--- src/rtl/cu_pkg.sv ---
// cu_pkg: shared memory-stage types (FSM state enum, load/store funct3 codes)
package cu_pkg;
    typedef enum logic [1:0] {IDLE, REQ, RESP} mem_state_t;
    localparam logic [2:0] F3_B  = 3'd0;
    localparam logic [2:0] F3_H  = 3'd1;
    localparam logic [2:0] F3_W  = 3'd2;
    localparam logic [2:0] F3_BU = 3'd4;
    localparam logic [2:0] F3_HU = 3'd5;
endpackage

--- src/rtl/mem_load_align.sv ---
// mem_load_align: picks byte/half/word of rdata at lane lo and sign/zero-extends per funct3 into data
module mem_load_align
    import cu_pkg::*;
(
    input  logic [31:0] rdata,
    input  logic [1:0]  lo,
    input  logic [2:0]  funct3,
    output logic [31:0] data
);
    logic [7:0]  b;
    logic [15:0] h;
    assign b = rdata[{lo, 3'b000} +: 8];
    assign h = lo[1] ? rdata[31:16] : rdata[15:0];
    assign data = funct3 == F3_B  ? {{24{b[7]}}, b}  :
                  funct3 == F3_H  ? {{16{h[15]}}, h} :
                  funct3 == F3_BU ? {24'd0, b}       :
                  funct3 == F3_HU ? {16'd0, h}       : rdata;
endmodule

--- src/rtl/cu_mem_stage.sv ---
// cu_mem_stage: EX->WB memory stage; takes EX results (ex_*, rs2_data, mem_*, rd_addr, MEM_accept), drives a single-outstanding dmem_* bus with timeout, emits one wb_* record plus misalign_flag/bus_err_flag per op
module cu_mem_stage
    import cu_pkg::*;
#(
    parameter int unsigned TIMEOUT_CYC = 255
) (
    input  logic        soc_clk,
    input  logic        MEM_reset,
    input  logic [31:0] ex_result_data,
    input  logic        ex_result_ready,
    input  logic        ex_error_flag,
    input  logic [31:0] rs2_data,
    input  logic        mem_read,
    input  logic        mem_write,
    input  logic [2:0]  mem_funct3,
    input  logic [4:0]  rd_addr,
    output logic        MEM_accept,
    output logic        dmem_req,
    output logic        dmem_we,
    output logic [31:0] dmem_addr,
    output logic [3:0]  dmem_be,
    output logic [31:0] dmem_wdata,
    input  logic [31:0] dmem_rdata,
    input  logic        dmem_ack,
    output logic        wb_valid,
    output logic        wb_we,
    output logic [4:0]  wb_rd,
    output logic [31:0] wb_data,
    output logic        misalign_flag,
    output logic        bus_err_flag
);
    localparam logic [7:0] TMO = 8'(TIMEOUT_CYC);
    mem_state_t  state_q, state_d;
    logic [7:0]  cnt_q, cnt_d;
    logic [2:0]  f3_q, f3_d;
    logic [4:0]  rd_q, rd_d;
    logic [1:0]  lo_q, lo_d;
    logic        dmem_req_q, dmem_req_d, dmem_we_q, dmem_we_d;
    logic [31:0] dmem_addr_q, dmem_addr_d, dmem_wdata_q, dmem_wdata_d;
    logic [3:0]  dmem_be_q, dmem_be_d;
    logic        wb_valid_q, wb_valid_d, wb_we_q, wb_we_d;
    logic [4:0]  wb_rd_q, wb_rd_d;
    logic [31:0] wb_data_q, wb_data_d;
    logic        misalign_q, misalign_d, bus_err_q, bus_err_d;
    logic        mem_op, is_h, is_w, bad, pass, done;
    logic [31:0] ld_data;
    mem_load_align u_align (
        .rdata  (dmem_rdata),
        .lo     (lo_q),
        .funct3 (f3_q),
        .data   (ld_data)
    );
    assign mem_op = mem_read | mem_write;
    assign is_h   = mem_funct3[1:0] == 2'b01;
    assign is_w   = mem_funct3[1:0] == 2'b10;
    // a simultaneous load+store is reported through the misalign path
    assign bad    = (mem_read & mem_write) | (is_h & ex_result_data[0]) | (is_w & (|ex_result_data[1:0]));
    assign pass   = !mem_op && !ex_error_flag;
    assign done   = dmem_ack || cnt_d == TMO;
    always_comb begin
        state_d      = state_q;
        cnt_d        = cnt_q;
        f3_d         = f3_q;
        rd_d         = rd_q;
        lo_d         = lo_q;
        dmem_req_d   = dmem_req_q;
        dmem_we_d    = dmem_we_q;
        dmem_addr_d  = dmem_addr_q;
        dmem_be_d    = dmem_be_q;
        dmem_wdata_d = dmem_wdata_q;
        wb_valid_d   = 1'b0;
        wb_we_d      = wb_we_q;
        wb_rd_d      = wb_rd_q;
        wb_data_d    = wb_data_q;
        misalign_d   = misalign_q;
        bus_err_d    = bus_err_q;
        if (state_q == IDLE && ex_result_ready) begin
            f3_d = mem_funct3;
            rd_d = rd_addr;
            lo_d = ex_result_data[1:0];
            if (!mem_op || ex_error_flag || bad) begin
                state_d    = RESP;
                wb_valid_d = 1'b1;
                wb_we_d    = pass && rd_addr != 5'd0;
                wb_rd_d    = rd_addr;
                wb_data_d  = pass ? ex_result_data : 32'd0;
                misalign_d = mem_op && bad;
                bus_err_d  = 1'b0;
            end else begin
                state_d      = REQ;
                cnt_d        = 8'd0;
                dmem_req_d   = 1'b1;
                dmem_we_d    = mem_write;
                dmem_addr_d  = {ex_result_data[31:2], 2'b00};
                dmem_be_d    = mem_funct3[1:0] == 2'b00 ? 4'b0001 << ex_result_data[1:0] :
                               is_h ? 4'b0011 << ex_result_data[1:0] : 4'b1111;
                dmem_wdata_d = mem_funct3[1:0] == 2'b00 ? {4{rs2_data[7:0]}} :
                               is_h ? {2{rs2_data[15:0]}} : rs2_data;
            end
        end else if (state_q == REQ) begin
            cnt_d = cnt_q == TMO ? cnt_q : cnt_q + 8'd1;
            if (done) begin
                state_d    = RESP;
                dmem_req_d = 1'b0;
                dmem_we_d  = 1'b0;
                wb_valid_d = 1'b1;
                wb_we_d    = dmem_ack && !dmem_we_q && rd_q != 5'd0;
                wb_rd_d    = rd_q;
                wb_data_d  = dmem_ack && !dmem_we_q ? ld_data : 32'd0;
                misalign_d = 1'b0;
                bus_err_d  = !dmem_ack;
            end
        end else if (state_q == RESP) begin
            state_d = IDLE;
        end
    end
    always_ff @(posedge soc_clk) begin
        if (MEM_reset) begin
            state_q      <= IDLE;
            cnt_q        <= '0;
            f3_q         <= '0;
            rd_q         <= '0;
            lo_q         <= '0;
            dmem_req_q   <= 1'b0;
            dmem_we_q    <= 1'b0;
            dmem_addr_q  <= '0;
            dmem_be_q    <= '0;
            dmem_wdata_q <= '0;
            wb_valid_q   <= 1'b0;
            wb_we_q      <= 1'b0;
            wb_rd_q      <= '0;
            wb_data_q    <= '0;
            misalign_q   <= 1'b0;
            bus_err_q    <= 1'b0;
        end else begin
            state_q      <= state_d;
            cnt_q        <= cnt_d;
            f3_q         <= f3_d;
            rd_q         <= rd_d;
            lo_q         <= lo_d;
            dmem_req_q   <= dmem_req_d;
            dmem_we_q    <= dmem_we_d;
            dmem_addr_q  <= dmem_addr_d;
            dmem_be_q    <= dmem_be_d;
            dmem_wdata_q <= dmem_wdata_d;
            wb_valid_q   <= wb_valid_d;
            wb_we_q      <= wb_we_d;
            wb_rd_q      <= wb_rd_d;
            wb_data_q    <= wb_data_d;
            misalign_q   <= misalign_d;
            bus_err_q    <= bus_err_d;
        end
    end
    assign MEM_accept    = state_q == IDLE;
    assign dmem_req      = dmem_req_q;
    assign dmem_we       = dmem_we_q;
    assign dmem_addr     = dmem_addr_q;
    assign dmem_be       = dmem_be_q;
    assign dmem_wdata    = dmem_wdata_q;
    assign wb_valid      = wb_valid_q;
    assign wb_we         = wb_we_q;
    assign wb_rd         = wb_rd_q;
    assign wb_data       = wb_data_q;
    assign misalign_flag = misalign_q;
    assign bus_err_flag  = bus_err_q;
endmodule

--- config.mk ---
export PLATFORM = sky130hd
export DESIGN_NAME = cu_mem_stage
export DESIGN_NICKNAME = d
export VERILOG_FILES = /design/src/rtl/cu_pkg.sv /design/src/rtl/mem_load_align.sv /design/src/rtl/cu_mem_stage.sv
export SDC_FILE = /design/constraint.sdc
export NUM_CORES = 1
export LEC_CHECK = 0
export ABC_AREA = 1
export CAP_MARGIN = 15
export CORE_MARGIN = 2
export CORE_UTILIZATION = 46
export DETAILED_ROUTE_END_ITERATION = 10
export MAX_ROUTING_LAYER = met4
export PLACE_DENSITY = 0.81
export SETUP_SLACK_MARGIN = 0.2
export SLEW_MARGIN = 30
export SYNTH_ARGS = -nofsm -noshare
export SYNTH_HDL_FRONTEND = slang
export SYNTH_SLANG_ARGS = --single-unit
--- constraint.sdc ---
create_clock -name soc_clk -period 3.11 [get_ports soc_clk]
set_input_delay 0.7775 -clock soc_clk [delete_from_list [all_inputs] [get_ports soc_clk]]
set_output_delay 0.7775 -clock soc_clk [all_outputs]
set_load 0.02 [all_outputs]
Word level (Yosys, flattened, before mapping):

Index checks and enable logic that the tools add are counted.
Widths: inputs -> output; s select.

* reductions and logical operators: 26
* muxes and demuxes: 48
* add/sub/neg operators: 1
* shift operators: 3
* bitwise logic cells: 7
* eq/ne operators: 12

Operators with widths (count)
* $mux 32: 12
* $mux 8: 4
* $shiftx 32x6->8: 1
* $mux 1: 20
* $mux 5: 4
* $eq 8x8->1 const B: 2
* $mux 16: 1
* $mux 2: 5
* $reduce_bool 5->1: 2
* $add 8x1->8 const B: 1
* $mux 4: 2
* $eq 3x3->1 const B: 2
* $logic_and 1x1->1: 6
* $reduce_and 3->1: 2
* $eq 2x1->1 const B: 2
* $eq 2x2->1 const B: 2
* $logic_not 1->1: 4
* $logic_not 2->1: 2
* $reduce_and 2->1: 2
* $reduce_bool 2->1: 2
* $shl 1x2->4 const A: 1
* $shl 2x2->4 const A: 1
* $and 1x1->1: 3
* $eq 3x1->1 const B: 1
* other kinds (9): 13

* output and inout bits: 112
* bits in registers: 129
* input bits: 111

Depth between registers and ports, before layout:

Gate-level depths: netlist of the first run.

* depth after elaboration: 12
* depth in mapped cells: 17

Hierarchy:

Synthesis of the first run repeated with hierarchy kept, for this count alone.

* cell total of the unflattened synthesis: 982
* area total of the unflattened synthesis: 6801.5 µm²

By module, submodules not included
* cu_mem_stage: instances 1, cells an instance 771, area an instance 5711.7 µm²
* mem_load_align: instances 1, cells an instance 211, area an instance 1089.8 µm²

Worst setup path before layout of the first run:

Ideal clock, no wire load.

* kind: input port to flip-flop
* start: input port ex_result_data[1]
* end: register dmem_we_q, in the netlist dmem_we
* stages: 16
* data required time: 2.997 ns
* setup time: 0.113 ns
* path slack: 0.702 ns
* arrival time: 2.294 ns
* cell sequence: inv_1 > ha_1 > nor3_1 > nor2_1 > nand3_2 > buf_4 > nand3_2 > nand2_1 > nand2_1 > nor2_2 > nand2_2 > nand3_4 > buf_6 > buf_8 > a21oi_2 > nor2_1

* word-level cells in the longest chain between the ends: 10

Ends and longest elaborated chain
* start, declared: RTL line cu_mem_stage.sv:9 `input logic [31:0] ex_result_data,`
* $reduce_or 2->1 (*): RTL line cu_mem_stage.sv:57 `assign bad = (mem_read & mem_write) | (is_h & ex_result_data[0]) | (is_w & (|ex_result_data[1:0]));`
* $and 1x1->1 (*): RTL line cu_mem_stage.sv:57
* $or 1x1->1 (*): RTL line cu_mem_stage.sv:57
* $logic_or 1x1->1 (*): RTL line cu_mem_stage.sv:81 `if (!mem_op || ex_error_flag || bad) begin`
* $mux 8: RTL line cu_mem_stage.sv:81
* $mux 8: RTL line cu_mem_stage.sv:77 `if (state_q == IDLE && ex_result_ready) begin`
* $eq 8x8->1: RTL line cu_mem_stage.sv:59 `assign done = dmem_ack || cnt_d == TMO;`
* $logic_or 1x1->1: RTL line cu_mem_stage.sv:59
* $reduce_bool 2->1 (no line)
* $reduce_and 3->1 (no line) (*)
* end signal, assigned: RTL line cu_mem_stage.sv:142 `dmem_we_q <= dmem_we_d;`
* end, declared: RTL line cu_mem_stage.sv:38 `logic dmem_req_q, dmem_req_d, dmem_we_q, dmem_we_d;`

Mark *: on every way between the ends. The rest lies on a longest branch, timed or not.
A chain may end at the register's enable or synchronous reset.

Worst setup path in the final report of the first run:

* start: input port ex_result_data[1]
* end: register wb_data_q[30], in the netlist wb_data[30]

* word-level cells in the longest chain between the ends: 10

Ends and longest elaborated chain
* $reduce_or 2->1 (*): RTL line cu_mem_stage.sv:57
* $and 1x1->1 (*): RTL line cu_mem_stage.sv:57
* $or 1x1->1 (*): RTL line cu_mem_stage.sv:57
* $logic_or 1x1->1 (*): RTL line cu_mem_stage.sv:81
* $mux 8: RTL line cu_mem_stage.sv:81
* $mux 8: RTL line cu_mem_stage.sv:77
* $eq 8x8->1: RTL line cu_mem_stage.sv:59
* $logic_or 1x1->1: RTL line cu_mem_stage.sv:59
* $reduce_bool 2->1 (no line)
* $reduce_and 3->1 (no line) (*)
* end signal, assigned: RTL line cu_mem_stage.sv:149 `wb_data_q <= wb_data_d;`
* end, declared: RTL line cu_mem_stage.sv:43 `logic [31:0] wb_data_q, wb_data_d;`

Marked as above.

==> metrics.txt, run 1 <==
run status complete, no violations; share of flip-flops with an asynchronous set or reset 0%; largest net degree at the start of global routing 73; die area 14900 um^2; clk buf depth 2; Slowest cell on crit path clkdlybuf4s50_1; total core area around 14000 um^2; # IOs 223; TritonCTS buffer count 17; crit-path most repeated cell nand2_1; final WL 21.5 mm; register area share after synthesis around two fifths; Min Clock Period, post-route 2.69 ns; vias in the first global route 6303; Total GRT Usage 29.2%; Synth Warn # 0; Achievable Freq approximately 0.37 GHz; Placer Congestion 0.943; fin worst setup slack 0.422 ns; HPWL after detailed placement 15.7 mm; Setup TNS 0 ns; Clk Latency, worst-skew pair 0.42 ns; crit path cell chain clkdlybuf4s50_1 -> inv_1 -> ha_1 -> nor3_1 -> nor2_1 -> nand2_1 -> nand3_1 -> nand2_1 -> nand2_1 -> nor2_1 -> nand2_2 -> nand3_4 -> buf_12 -> nand3_1 -> nand2_1 -> nor2_1; Peak VDD IR 0.000389 V; cts hold-fix bufs 0; Initial DRT Pass Iterations 8; die width 122 um; ratio of cells with drive above 1 in the final layout a little over 8%; top cell type by total area after synthesis dfxtp_1; maxcap violations 0; synth top area cells dfxtp_1 40%, nand2_1 15%, a21oi_1 7.5%, o21ai_0 6.2%, nand3_1 4.2%; H-Tree Depth 4; TritonCTS clock tree built; Die Ht 122 um; Synth cell types 41; DR vias about 7.1k; n_diodes 0; initial drt markers 794; DR vias/cell 5.39; initial antenna violation count 0; clk sinks between 100 and 150; EDFF count, synth 0; residual DRC count 0; critical path endpoint category flip-flop; Initial Util 46.6%; dominant synthesized flop cell dfxtp_1; Rows 43; setup violators final 0; Max FO, Critical Path 25; worst-margin pin slew between 0.8 and 0.9 ns; fin crit share 86.4%; Netlist Area Pre-Place 6420 um^2; fin nets 1247; P&R area growth vs syn 46.7%; fin area about 9400 um^2; clk_skew 0.00769 ns; Yosys reg bits 129; Pleak roughly 3.7 nW; Worst Hold Class flip-flop to flip-flop; Synth top cells by count 263 x nand2_1, 129 x dfxtp_1, 96 x a21oi_1; Critical Path Max Stage Delay roughly 0.48 ns; Worst EP arrival 3.01 ns; RSZ-0062 raised after global routing false; PD cells 520 nW/um^2; Setup CP Type input pin to flip-flop; WP data required 3.43 ns; Routed WL per cell roughly 16 um; DRT antenna net count 0; Slew Limit Fails 0; PortBufs 220; final hold viol count 0; Rel. slew slack about 40%; count leader, synth nand2_1; Placed Area 8870 um^2; first-pass GRT wire length 32.7 mm; Place WS -0.0405 ns; top-area cell type share of the netlist area between 40% and 50%; Syn Inst Count 928; Root Driver clkbuf_16; Worst setup SP type input pin; average cell area after synthesis 6.92 um^2; clock-pin transition on the worst setup and hold timing paths approximately 0.060 ns; total grt overflow 0
-- what timing repair did --
item / 4_1_cts / 5_1_grt
gates resized for setup: 0 / 1
setup buffers: 0 / 0
setup endpoints to repair: 0 / 8
-- final cells by class --
cell class	count	area [um^2]
Fill cell	1201	4350
Multi-Input combinational cell	681	3340
Sequential cell	129	2580
Timing Repair Buffer	248	2520
Clock buffer	26	499
Tap cell	180	225
Inverter	54	205
Clock inverter	4	51.3
-- worst max-delay path: cells and delay by family --
family / cells / cell delay (ns)
buf+inv: 3 / 0.76
simple gates: 12 / 1.28
fa+ha+maj: 1 / 0.20
-- through the flow --
| step | util (%) | total power [mW] | cells | hold slack, ns |
|---|---|---|---|---|
| floorplan | - | 2.51 | 929 | 0.472 |
| global placement | 64.4 | 3.02 | 1292 | 0.447 |
| detailed placement | 64.4 | 3.04 | 1292 | 0.454 |
| CTS | 68.4 | 4.91 | 1322 | 0.463 |
| global route | 68.4 | 5.10 | 1322 | 0.479 |
| finish | 68.4 | 4.90 | 1322 | 0.463 |
-- where the power goes --
| group | total, mW | switching (mW) | leakage, nW | internal, mW |
|---|---|---|---|---|
| logic | 1.19 | 0.658 | 2.35 | 0.527 |
| clock network | 1.88 | 0.705 | 0.266 | 1.17 |
| registers | 1.84 | 0.0752 | 1.05 | 1.76 |
| total | 4.90 | 1.44 | 3.67 | 3.46 |
-- placed cells by master, fill, tap and decap left out, types with 5 or more instances in the layout --
cell,instances
clkdlybuf4s50_1,219
a31oi_1,20
a21oi_2,20
a21oi_1,96
buf_12,9
clkbuf_16,17
o21ai_0,80
dfxtp_1,129
nand2_1,262
ha_1,5
o22ai_1,8
inv_1,49
nand3_1,54
a41oi_1,8
buf_4,19
a22oi_1,18
clkbuf_1,5
nor2_1,65
-- path summary, 6_finish.rpt --
path / start / to / slack [ns] / depth (start not counted)
worst max-delay path: ex_result_data[1] / wb_data[30] / 0.42 / 16
worst min-delay path: dmem_addr[16] / dmem_addr[16] / 0.46 / 2
worst max register to register: f3_q[1] / wb_data[17] / 0.53 / 10
worst min register to register: dmem_addr[16] / dmem_addr[16] / 0.46 / 2
-- logic make-up (layout without fill, tap and decap cells) --
group,count (synthesis),count (layout),share of synthesized area (%)
flip-flops,129,129,40.2
multiplexers,4,4,0.623
other,1,2,0.0584
buffers and inverters,119,332,7.99
adder cells (fa/ha/maj),5,5,0.974
AND/OR/NAND/NOR,409,409,26.4
AO/OA/AOI/OAI,261,261,23.8
-- sequential cells by signal, summed over array words and instances, names as in the netlist --
| signal | flops |
|---|---|
| lo_q | 2 |
| wb_valid | 1 |
| wb_rd | 5 |
| bus_err_flag | 1 |
| dmem_req | 1 |
| dmem_we | 1 |
| cnt_q | 8 |
| dmem_be | 4 |
| misalign_flag | 1 |
| f3_q | 3 |
| rd_q | 5 |
| wb_data | 32 |
| dmem_wdata | 32 |
| wb_we | 1 |
| dmem_addr | 30 |
| state_q | 2 |
-- metal layers --
metal  track usage, %  vias up  wire [um]
met5                -        -          0
met2             44.2      302       9760
li1                 -     3525          -
met4             11.1        0        587
met1             39.1     3245       9520
met3             4.82       51       1640
No activity file was read; power rests on OpenSTA's default activity.
==> run 2: changes to the inputs <==
--- a/config.mk
+++ b/config.mk
@@ -11,7 +11,7 @@
 export CORE_UTILIZATION = 46
 export DETAILED_ROUTE_END_ITERATION = 10
 export MAX_ROUTING_LAYER = met4
-export PLACE_DENSITY = 0.81
+export PLACE_DENSITY_LB_ADDON = 0.1
 export SETUP_SLACK_MARGIN = 0.2
 export SLEW_MARGIN = 30
 export SYNTH_ARGS = -nofsm -noshare
==> run 2 against run 1 <==
  * Sequential power barely moved
  * Global-route usage rose by 0.19 points
  * Sequential share of layout area barely moved
  * Clock skew rose by 0.0015 ns
  * Combinational power barely moved
==> metrics.txt, run 2 (synthesis results as in run 1) <==
Placed Area 8840 um^2 (-0.28%); DR vias 7099 (-0.34%); Initial Util 46.6% (unchanged); Pleak 3.67 nW (about the same); clk_skew 0.00917 ns (+0.00147 ns); Worst EP arrival 3.00 ns (about the same); clock-pin transition on the worst setup and hold timing paths 0.06 ns (about the same); Worst Hold Class flip-flop to flip-flop; Slowest cell on crit path clkdlybuf4s50_1; Initial DRT Pass Iterations 5 (-3); # IOs 223 (unchanged); hold slack 0.464 ns (+0.000943 ns); WP data required 3.38 ns (-0.05 ns); P&R area growth vs syn 47.0%; H-Tree Depth 4 (unchanged); Placer Congestion 0.964 (+2.2%); Place WS 0.0103 ns (+0.0508 ns); fin cells 1324 (+0.15%); initial antenna violation count 0 (unchanged); Max FO, Critical Path 14 (-44%); setup violators final 0 (unchanged); TritonCTS clock tree built; fin nets 1247 (unchanged); n_diodes 0 (unchanged); Critical Path Max Stage Delay 0.48 ns (about the same); final hold viol count 0 (unchanged); most common cell after layout, fill and taps aside nand2_1; TritonCTS buffer count 17 (unchanged); Die Ht 122 um (unchanged); Rel. slew slack 48.8% (+8.7 points); total grt overflow 0 (unchanged); Achievable Freq 0.366 GHz (-1.5%); maxcap violations 0 (unchanged); ratio of cells with drive above 1 in the final layout 8.65% (+0.60 points); die area 14900 um^2 (unchanged); Peak VDD IR 0.000385 V (-1.1%); postcts setup bufs 0 (unchanged); met2 wire len 9.56 mm (-2.1%); clk sinks 129 (unchanged); die width 122 um (unchanged); PortBufs 220 (unchanged); fin area 9440 um^2 (+0.17%); Setup CP Type input pin to flip-flop; cts hold-fix bufs 0 (unchanged); vias in the first global route 6365 (+0.98%); Clk Latency, worst-skew pair 0.42 ns (about the same); RSZ-0062 raised after global routing true; total core area 13800 um^2 (unchanged); initial drt markers 565 (-29%); largest net degree at the start of global routing 73 (unchanged); M1 WL 9.55 mm (+0.33%); worst-margin pin slew 0.768 ns (-0.130 ns); Final Util 68.6% (+0.12 points); CP top delay family simple AND/OR/NAND/NOR gates; run status complete, no violations; Resize count post-CTS 0 (unchanged); Slew Limit Fails 0 (unchanged); PD cells 532 nW/um^2 (+2.4%); fin worst setup slack 0.381 ns (-0.0413 ns); crit path buf inv count 2 (-1); first-pass GRT wire length 32.9 mm (+0.49%); clk buf depth 2 (unchanged); Setup TNS 0 ns (unchanged); Total GRT Usage 29.4% (+0.19 points); commonest non-fill, non-tap cells in the layout 262 x nand2_1, 219 x clkdlybuf4s50_1, 129 x dfxtp_1, 96 x a21oi_1, 80 x o21ai_0; crit-path most repeated cell nand2_1; fillers 1239 (+3.2%); Total Power 5.03 mW (+2.5%); Root Driver clkbuf_16; critical path endpoint category flip-flop; crit path cell chain clkdlybuf4s50_1 -> inv_1 -> ha_1 -> nor3_1 -> nor2_1 -> nand3_2 -> nand3_1 -> nand2_1 -> nand2_1 -> nor2_1 -> nand2_2 -> nand3_4 -> nand2_2 -> nand2_1 -> a21oi_1; Rows 43 (unchanged); Worst setup SP type input pin; WL met3 1.71 mm (+4.2%); HPWL after detailed placement 15.6 mm (-0.45%); Min Clock Period, post-route 2.73 ns (+0.0413 ns); residual DRC count 0 (unchanged); Inst Count DP 1292 (unchanged); top sig layer met4; DR vias/cell 5.36 (-0.49%); final WL 21.3 mm (-0.99%); DRT antenna net count 0 (unchanged); fin crit share 87.8% (+1.3 points); Routed WL per cell 16.1 um (-1.1%)
-- run 2: changes by cell type in the layout (fill, tap and decap cells not counted), sizes merged --
cell / delta
clkinv: +1
clkbuf: -6
inv: +2
clkinvlp: +4
bufinv: +1
-- run 2: cell type report --
cell class                      instances  area [um^2]  share of cell area [%]
Clock buffer                           20          467                    4.94
Inverter                               54          205                    2.17
Multi-Input combinational cell        681         3340                    35.3
Clock inverter                         12          130                    1.38
Sequential cell                       129         2580                    27.4
Tap cell                              180          225                    2.39
Timing Repair Buffer                  248         2490                    26.4
-- run 2: report_power, final --
group	switching, mW	leakage [nW]	internal [mW]
Combinational	0.653	2.34	0.524
Clock	0.772	0.281	1.24
Sequential	0.0733	1.05	1.76
-- run 2: worst paths after layout --
path                           from       endpoint  slack, ns  depth (start not counted)
setup reg to reg            f3_q[1]    wb_data[22]       0.65                          9
hold / removal        dmem_addr[17]  dmem_addr[17]       0.46                          2
hold reg to reg       dmem_addr[17]  dmem_addr[17]       0.46                          2
setup / recovery  ex_result_data[0]    wb_data[22]       0.38                         15
-- run 2: per-layer routing --
layer  vias up  global-route usage [%]
met5         -                       -
met4         0                    10.6
li1       3529                       -
met2       324                    42.9
met1      3211                    40.7
met3        35                    5.20
-- run 2: worst reg2reg max path: cells and delay by family, from the launching register on --
family | cells | cell delay (ns)
buf+inv | 2 | 0.47
compound gates | 2 | 0.54
flops | 1 | 0.56
simple gates | 5 | 0.80
